`config.mk`:
```
export PLATFORM = sky130hd
export DESIGN_NAME = accum_16b
export DESIGN_NICKNAME = d
export VERILOG_FILES = /design/src/rtl/accum_16b.sv
export SDC_FILE = /design/constraint.sdc
export NUM_CORES = 1
export LEC_CHECK = 0
export ABC_CLOCK_PERIOD_IN_PS = 6500
export CAP_MARGIN = 25
export CORE_ASPECT_RATIO = 1.5
export CORE_MARGIN = 2
export CORE_UTILIZATION = 51
export DETAILED_ROUTE_END_ITERATION = 16
export PLACE_DENSITY = 0.84
export SYNTH_ARGS = -nofsm -noshare
export SYNTH_HDL_FRONTEND = slang
export SYNTH_SLANG_ARGS = --single-unit
```
`constraint.sdc`:
```
create_clock -name clk -period 6.5 [get_ports clk]
set_clock_uncertainty 0.15 [all_clocks]
set_input_delay 0.975 -clock clk [delete_from_list [all_inputs] [get_ports clk]]
set_output_delay 0.975 -clock clk [all_outputs]
set_load 0.005 [all_outputs]
```
`src/rtl/accum_16b.sv`:
```
// accum_16b: frame accumulator for 16-bit unsigned terms.
// Terms are summed modulo 2^16 while a sticky carry records any wrap.
// A frame closes on in_last or once N_TERMS terms have been taken.
// The result is then held until downstream takes it.
module accum_16b #(
    parameter int unsigned N_TERMS = 4
) (
    input  logic        clk,
    input  logic        rst,
    input  logic        in_valid,
    output logic        in_ready,
    input  logic [15:0] in_data,
    input  logic        in_last,
    output logic        out_valid,
    input  logic        out_ready,
    output logic [15:0] out_sum,
    output logic        out_carry,
    output logic [7:0]  out_count
);

    typedef enum logic {
        ST_ACC,
        ST_OUT
    } state_t;

    state_t      state;
    state_t      state_next;

    logic [15:0] acc;
    logic        carry;
    logic [7:0]  count;

    logic        accept;
    logic        close;
    logic        release_result;
    logic [16:0] sum_wide;
    logic [8:0]  count_inc;

    // Both handshakes are suppressed while reset is held, so nothing is
    // accepted or presented during reset.
    assign in_ready       = (state == ST_ACC) && !rst;
    assign out_valid      = (state == ST_OUT) && !rst;

    assign accept         = in_valid && in_ready;
    assign release_result = out_valid && out_ready;

    // The widened add exposes the carry-out of the modulo-2^16 sum.
    assign sum_wide       = {1'b0, acc} + {1'b0, in_data};

    // The term count is widened so that N_TERMS = 255 compares cleanly.
    assign count_inc      = {1'b0, count} + 9'd1;
    assign close          = accept && (in_last || (count_inc == 9'(N_TERMS)));

    assign out_sum        = acc;
    assign out_carry      = carry;
    assign out_count      = count;

    // Next-state selection: close a frame into OUT, release it back to ACC.
    always_comb begin
        state_next = state;
        case (state)
            ST_ACC:  if (close)          state_next = ST_OUT;
            ST_OUT:  if (release_result) state_next = ST_ACC;
            default: state_next = ST_ACC;
        endcase
    end

    // State register; reset always returns to accepting terms.
    always_ff @(posedge clk) begin
        if (rst) begin
            state <= ST_ACC;
        end else begin
            state <= state_next;
        end
    end

    // Datapath: accumulate accepted terms; clear on reset or when the result is taken.
    always_ff @(posedge clk) begin
        if (rst) begin
            acc   <= 16'd0;
            carry <= 1'b0;
            count <= 8'd0;
        end else if (release_result) begin
            acc   <= 16'd0;
            carry <= 1'b0;
            count <= 8'd0;
        end else if (accept) begin
            acc   <= sum_wide[15:0];
            carry <= carry | sum_wide[16];
            count <= count_inc[7:0];
        end
    end

endmodule

```
Word-level counts from Yosys, hierarchy flattened --
Cells that the tools add are included.
Word-level totals: register bits after elaboration 26, logic and storage cells 20, bits of input ports 21
Cells by class: equal/unequal tests 1, multiplexer cells 3, reduce and logical (&&, ||, !) cells 8, bitwise operators 2, add/subtract/negate cells 2
Operators with widths (count):
- 16-bit by 16-bit adder with 17-bit output | 1
- 8-bit by 1-bit adder with 9-bit output (second input constant) | 1
- 9-bit by 3-bit equality test with 1-bit output (second input constant) | 1
- 1-bit logical AND | 5
- 1-bit two-way mux | 2
- 1-bit one-hot mux with 2 select lines | 1
- 2-bit OR reduction | 1
- 1-bit logical NOT | 1
- 1-bit logical OR | 1
- 1-bit inverter | 1
- 1-bit bitwise OR | 1

Depth between registers and ports, before layout --
Gate-level depths: netlist (run 1).
depth after elaboration 6, gate-level depth with buffers 9, gate-level depth less buffers 9

Worst setup path before layout (run 1) --
No wires, ideal clock.
path kind input to register, start point input in_data[0], end point register acc[10], in the netlist out_sum[10], setup time 70 ps, cell stages on the path 9, path slack 3474 ps, buffers on the path 0, required time 6280 ps, arrival 2806 ps, cells stage by stage ha_1 > fa_1 > a21o_1 > a221oi_2 > o21ai_2 > a311oi_1 > xnor2_1 > nand2_1 > a21oi_1
Between the ends: cells in the longest elaborated chain, start to end 1
RTL lines:
- start: declaration | RTL line 12 | input logic [15:0] in_data,
- 16-bit by 16-bit adder with 17-bit output | RTL line 48 | assign sum_wide = {1'b0, acc} + {1'b0, in_data};
- end signal: assignment | RTL line 88 | acc <= sum_wide[15:0];
- end: declaration | RTL line 29 | logic [15:0] acc;
Every way passes these cells. A chain may end at the register's enable or synchronous reset.

Final worst setup path (run 1) --
Same ends and word-level chain as after synthesis.

==> results_dict.tcl, run 1 <==
set metrics [dict create \
    synth_top_family_by_area "compound AO/OA/AOI/OAI gates" \
    synthAdderAreaFrac_pct 14.3 \
    setup.worst_path.class "in -> reg" \
    finalSetupViolCount 0 \
    drv_slew 0 \
    top_usage_layer "met2" \
    hold_path_end "out_sum[7]" \
    p_per_area_mw_per_mm2 188 \
    startpoint_type "input port" \
    wire_per_inst_um 13.4 \
    dpl-instance-area_mm2 0.00218 \
    reg2reg_depth 9 \
    hold_depth 2 \
    synthMuxAreaShare_pct 0 \
    p_total_uw 418 \
    pwr-share-comb_pct 35.1 \
    htreeDepth 1 \
    vias_per_cell 5.49 \
    die_area_mm2 0.00384 \
    die_height_um 74.9 \
    synth-compound-area-share_pct 22.2 \
    max_freq_ghz 0.299 \
    nets 288 \
    place_hpwl_mm 2.95 \
    yosys.area_share.simple_pct 18.2 \
    drc_errors 0 \
    use_met3_pct 2.78 \
    grt_pass1_vias 1453 \
    max_stage_delay_ps 410 \
    std_cell_rows 25 \
    synth_xor_xnor_area_share_pct 11.8 \
    reg2reg_from "out_sum[0]" \
    pwr-share-clk_pct 21.4 \
    hp-start "out_sum[7]" \
    synth-seq-cells 26 \
    synth_seq_area_share_pct 30.5 \
    rrSetupSlack_ps 3950 \
    ys_types 40 \
    use_met1_pct 23.4 \
    ant_nets 0 \
    cp_slowest_cell "fa_1" \
    final_cell_mix "47 x clkdlybuf4s50_1, 32 x nand2_1, 26 x dfxtp_1" \
    initial_core_util_pct 53.6 \
    crit_path_cell_trace "clkdlybuf4s50_1 -> ha_1 -> fa_1 -> a21o_1 -> a221oi_2 -> o21ai_2 -> a311oi_1 -> xnor2_1 -> nand2_1 -> a21oi_1" \
    tritoncts "done" \
    endpoint_kind "register" \
    min_path_type "reg -> reg" \
    placed_cells 283 \
    drt_wl_total_mm 3.82 \
    numCtsBuffers 3 \
    grt_usage_pct 20.8 \
    tns_ps 0 \
    netSwitchingPower_uw 128 \
    max_slew.worst_pin.slew_ps 704 \
    p_seq_share_pct 43.4 \
    syn_nets 248 \
    stdcell_count 286 \
    synth_top_area_cell "dfxtp_1" \
    synthTopCellsByArea "dfxtp_1 30%, ha_1 13%, nand2_1 7.0%" \
    vias 1571 \
    total_leakage_power_nw 0.926 \
    hold_violations 0 \
    core_area_mm2 0.00319 \
    r2r_end "out_sum[10]" \
    crit_arrival_ps 3390 \
    diodes 0 \
    grt_first_pass_wirelength_mm 6.15 \
    postCtsHoldBufs 0 \
    status "finished, final reports clean" \
    cts_setup_buffers 0 \
    gr-total-overflow 0 \
    crit_family "compound AO/OA/AOI/OAI gates" \
    yosysTopAreaCellShare_pct 30.5 \
    fin_crit_ps 3350 \
    cts-root-buf "clkbuf_8" \
    initialDrtViolationCount 22 \
    required_ps 6540 \
    clk_pin_slew_ps 90 \
    met2_usage_pct 39.8 \
    period_share_pct 51.5 \
    ys_warn_count 0 \
    syn2layout_area_growth_pct 30.1 \
    drt_first_pass_iters 4 \
    grt_max_degree 21 \
    crit_fanout 3 \
    intPower_uw 289 \
    max_slew_margin_pct 53.0 \
    path_buf_inv 1 \
    die_w_um 51.3 \
    drv_cap 0 \
    hold_slack_ps 333 \
    clock_path_buffers 2 \
    clk_latency_ps 270 \
    grt_setup_unrepaired "no" \
    final_area_mm2 0.00222 \
    cts_resized 0 \
    io_pins 48 \
    numPortBuffers 47 \
    cts.sinks 26 \
    antenna_found_initial 0 \
    drive_gt1_share_pct 3.25 \
    syn_avg_cell_area_um2 8.22 \
    ir_worst_vdd_uv 138 \
    gp_congestion 0.814 \
    syn_inst 208 \
    swShare_pct 30.7 \
    final_common_cell "clkdlybuf4s50_1" \
    syn_area_mm2 0.00171 \
]
## cell usage after synthesis, drive strengths merged
cell type / instances
a221oi: 2
nand4: 4
nor3: 1
a311oi: 2
dfxtp: 26
a22oi: 1
a21oi: 19
nor4: 1
nand3: 6
xnor2: 12
o2bb2ai: 1
o31ai: 1
clkbuf: 9
o21bai: 1
inv: 1
nand2: 32
nand3b: 1
o31a: 1
and2: 2
or3: 1
o21ai: 12
and3: 1
nand2b: 1
xor2: 11
a41oi: 1
nor2b: 1
nor2: 19
ha: 18
a211oi: 1
a21o: 11
a31oi: 2
fa: 1
and4: 1
buf: 3
o21a: 1
## worst reg2reg max path: cells and delay by family, from the launching register on
family / cells / cell delay, ps
compound gates: 5 / 1130
fa+ha+maj: 2 / 630
flops: 1 / 330
xor+xnor: 1 / 150
simple gates: 1 / 70
## registers in the layout (all words and copies together), names as in the netlist
register,cells
out_carry,1
out_sum,16
out_count,8
state,1
## power by group through the flow
stage	registers [mW]	clock network [mW]	logic (mW)
6_report	0.181	0.0895	0.147
5_1_grt	0.183	0.0983	0.163
4_1_cts	0.181	0.0923	0.148
3_5_place_dp	0.185	0	0.147
3_3_place_gp	0.185	0	0.145
2_1_floorplan	0.185	0	0.0924
## layer usage
layer	vias up	wire [um]	part of all wire (%)
met3	5	142	3.7
met5	-	0	0
met1	723	1570	41
li1	807	-	-
met2	36	2070	54
met4	0	47	1.2
## how the worst max path moves through the flow
stage               cells after the start        from  slack [ps]          end
detailed placement                     10  in_data[0]        2850  out_sum[12]
global route                           10  in_data[0]        3000  out_sum[10]
finish                                 10  in_data[0]        3150  out_sum[10]
floorplan                               9  in_data[0]        3470  out_sum[10]
global placement                       10  in_data[0]        2950  out_sum[10]
CTS                                    10  in_data[0]        3150  out_sum[10]
## logic make-up (layout without fill, tap and decap cells)
kind of cell / count (synthesis) / after routing
buf+inv: 13 / 51
xor+xnor: 23 / 23
compound gates: 56 / 56
flops: 26 / 26
fa+ha+maj: 19 / 19
simple gates: 71 / 71
## cell type report
cell class	instances	area [um^2]
fillers	272	967
repair buffers	47	470
inverters	1	3.75
well taps	40	50.0
clock buffers	3	41.3
multi-input cells	169	1140
flip-flops and latches	26	520
## through the flow
step                setup slack (ps)  util, %
floorplan                       3470        -
global placement                2950     68.4
detailed placement              2850     68.4
CTS                             3150     69.7
global route                    3000     69.7
finish                          3150     69.7
Power figures use the tool's default switching activity.
==> run 2, diff against run 1 <==
==> config.mk (replaced) <==
export PLATFORM = sky130hd
export DESIGN_NAME = accum_16b
export DESIGN_NICKNAME = d
export VERILOG_FILES = /design/src/rtl/accum_16b.sv
export SDC_FILE = /design/constraint.sdc
export NUM_CORES = 1
export LEC_CHECK = 0
export ABC_CLOCK_PERIOD_IN_PS = 3500
export CAP_MARGIN = 25
export CORE_ASPECT_RATIO = 1.5
export CORE_MARGIN = 2
export CORE_UTILIZATION = 48
export DETAILED_ROUTE_END_ITERATION = 16
export PLACE_DENSITY = 0.8
export SYNTH_ARGS = -nofsm -noshare
export SYNTH_HDL_FRONTEND = slang
export SYNTH_SLANG_ARGS = --single-unit
==> constraint.sdc (replaced) <==
create_clock -name clk -period 3.5 [get_ports clk]
set_clock_uncertainty 0.15 [all_clocks]
set_input_delay 0.525 -clock clk [delete_from_list [all_inputs] [get_ports clk]]
set_output_delay 0.525 -clock clk [all_outputs]
set_load 0.005 [all_outputs]
==> results_dict.tcl, run 2 (same netlist as run 1, synthesis figures left out) <==
set metrics [dict create \
    drv_slew 0 \
    grt_setup_unrepaired "no" \
    use_met3_pct 3.11 \
    antenna_found_initial 0 \
    clock_path_buffers 2 \
    diodes 0 \
    endpoint_kind "register" \
    cts_setup_buffers 0 \
    total_leakage_power_nw 0.955 \
    hold_depth 2 \
    grt_usage_pct 20.2 \
    final_cell_mix "47 x clkdlybuf4s50_1, 32 x nand2_1, 26 x dfxtp_1" \
    ant_nets 0 \
    nets 291 \
    drv_cap 0 \
    startpoint_type "input port" \
    initialDrtViolationCount 30 \
    largest_register_ffs 16 \
    stdcell_count 292 \
    rrSetupSlack_ps 970 \
    grt_pass1_vias 1510 \
    met2_usage_pct 35.4 \
    grt_first_pass_wirelength_mm 6.44 \
    setup.worst_path.class "in -> reg" \
    grt_max_degree 21 \
    period_share_pct 81.9 \
    syn2layout_area_growth_pct 33.3 \
    cts_resized 0 \
    postCtsHoldBufs 0 \
    die_area_mm2 0.00406 \
    numCtsBuffers 3 \
    initial_core_util_pct 50.0 \
    vias 1592 \
    required_ps 3560 \
    reg2reg_depth 9 \
    finalSetupViolCount 0 \
    fin_crit_ps 2870 \
    final_common_cell "clkdlybuf4s50_1" \
    tritoncts "done" \
    top_usage_layer "met2" \
    p_total_uw 867 \
    io_pins 48 \
    use_met1_pct 24.0 \
    hold_violations 0 \
    gp_congestion 0.750 \
    cts-root-buf "clkbuf_8" \
    die_w_um 52.7 \
    drt_wl_total_mm 3.78 \
    cts.sinks 26 \
    wire_per_inst_um 12.9 \
    core_area_mm2 0.00342 \
    gr-total-overflow 0 \
    clk_latency_ps 280 \
    max_slew_margin_pct 67.3 \
    std_cell_rows 26 \
    drt_first_pass_iters 4 \
    final_area_mm2 0.00228 \
    die_height_um 77.1 \
    vias_per_cell 5.45 \
    numPortBuffers 47 \
    p_per_area_mw_per_mm2 380 \
    min_path_type "reg -> reg" \
    drive_gt1_share_pct 4.80 \
    max_freq_ghz 0.349 \
    crit_arrival_ps 2930 \
    max_slew.worst_pin.slew_ps 489 \
    hold_slack_ps 330 \
    dpl-instance-area_mm2 0.00221 \
    tns_ps 0 \
    htreeDepth 1 \
    clk_pin_slew_ps 90 \
    status "finished, final reports clean" \
    place_hpwl_mm 2.83 \
    drc_errors 0 \
    ir_worst_vdd_uv 223 \
    placed_cells 288 \
    crit_fanout 3 \
]
-- run 2: cell types whose count changed in the layout (fill, tap and decap cells not counted), sizes merged --
cell,before,now
buf,0,3
bufinv,0,1
-- run 2: layout make-up --
cell class | count | area, um^2
sequential | 26 | 520
timing repair buffer | 50 | 493
clock buffer | 3 | 41.3
multi-input combinational | 169 | 1140
clock inverter | 1 | 30.0
inverter | 1 | 3.75
fill | 299 | 1140
tap | 42 | 52.6
-- run 2: report_power, final --
group	switching, mW	internal (mW)
registers	0.0190	0.318
clock network	0.102	0.153
logic	0.130	0.144
total	0.251	0.616
-- run 2: worst paths after layout --
path	start	to
worst max-delay path	in_data[0]	out_sum[10]
worst max register to register	out_sum[0]	out_sum[10]
worst min register to register	out_sum[0]	out_sum[0]
worst min-delay path	out_sum[0]	out_sum[0]
-- run 2: per-stage QoR --
stage	setup slack, ps	util, %
after floorplan	924	-
after global placement	413	64.6
after detailed placement	335	64.6
after CTS	611	66.7
after global routing	461	66.7
final	634	66.7
-- run 2: critical path, stage by stage --
cell and delay [ps]:
clkdlybuf4s50_1 400, ha_1 220, fa_1 400, a21o_1 190, a221oi_2 320, o21ai_2 150
a311oi_1 350, xnor2_1 160, nand2_1 70, a21oi_1 140
-- run 2: per-layer routing --
layer	wire length, um	vias to the layer above	share of wire [%]
li1	-	813	-
met1	1630	734	43
met2	1910	40	51
met3	177	5	4.7
met4	55	0	1.5
met5	0	-	0
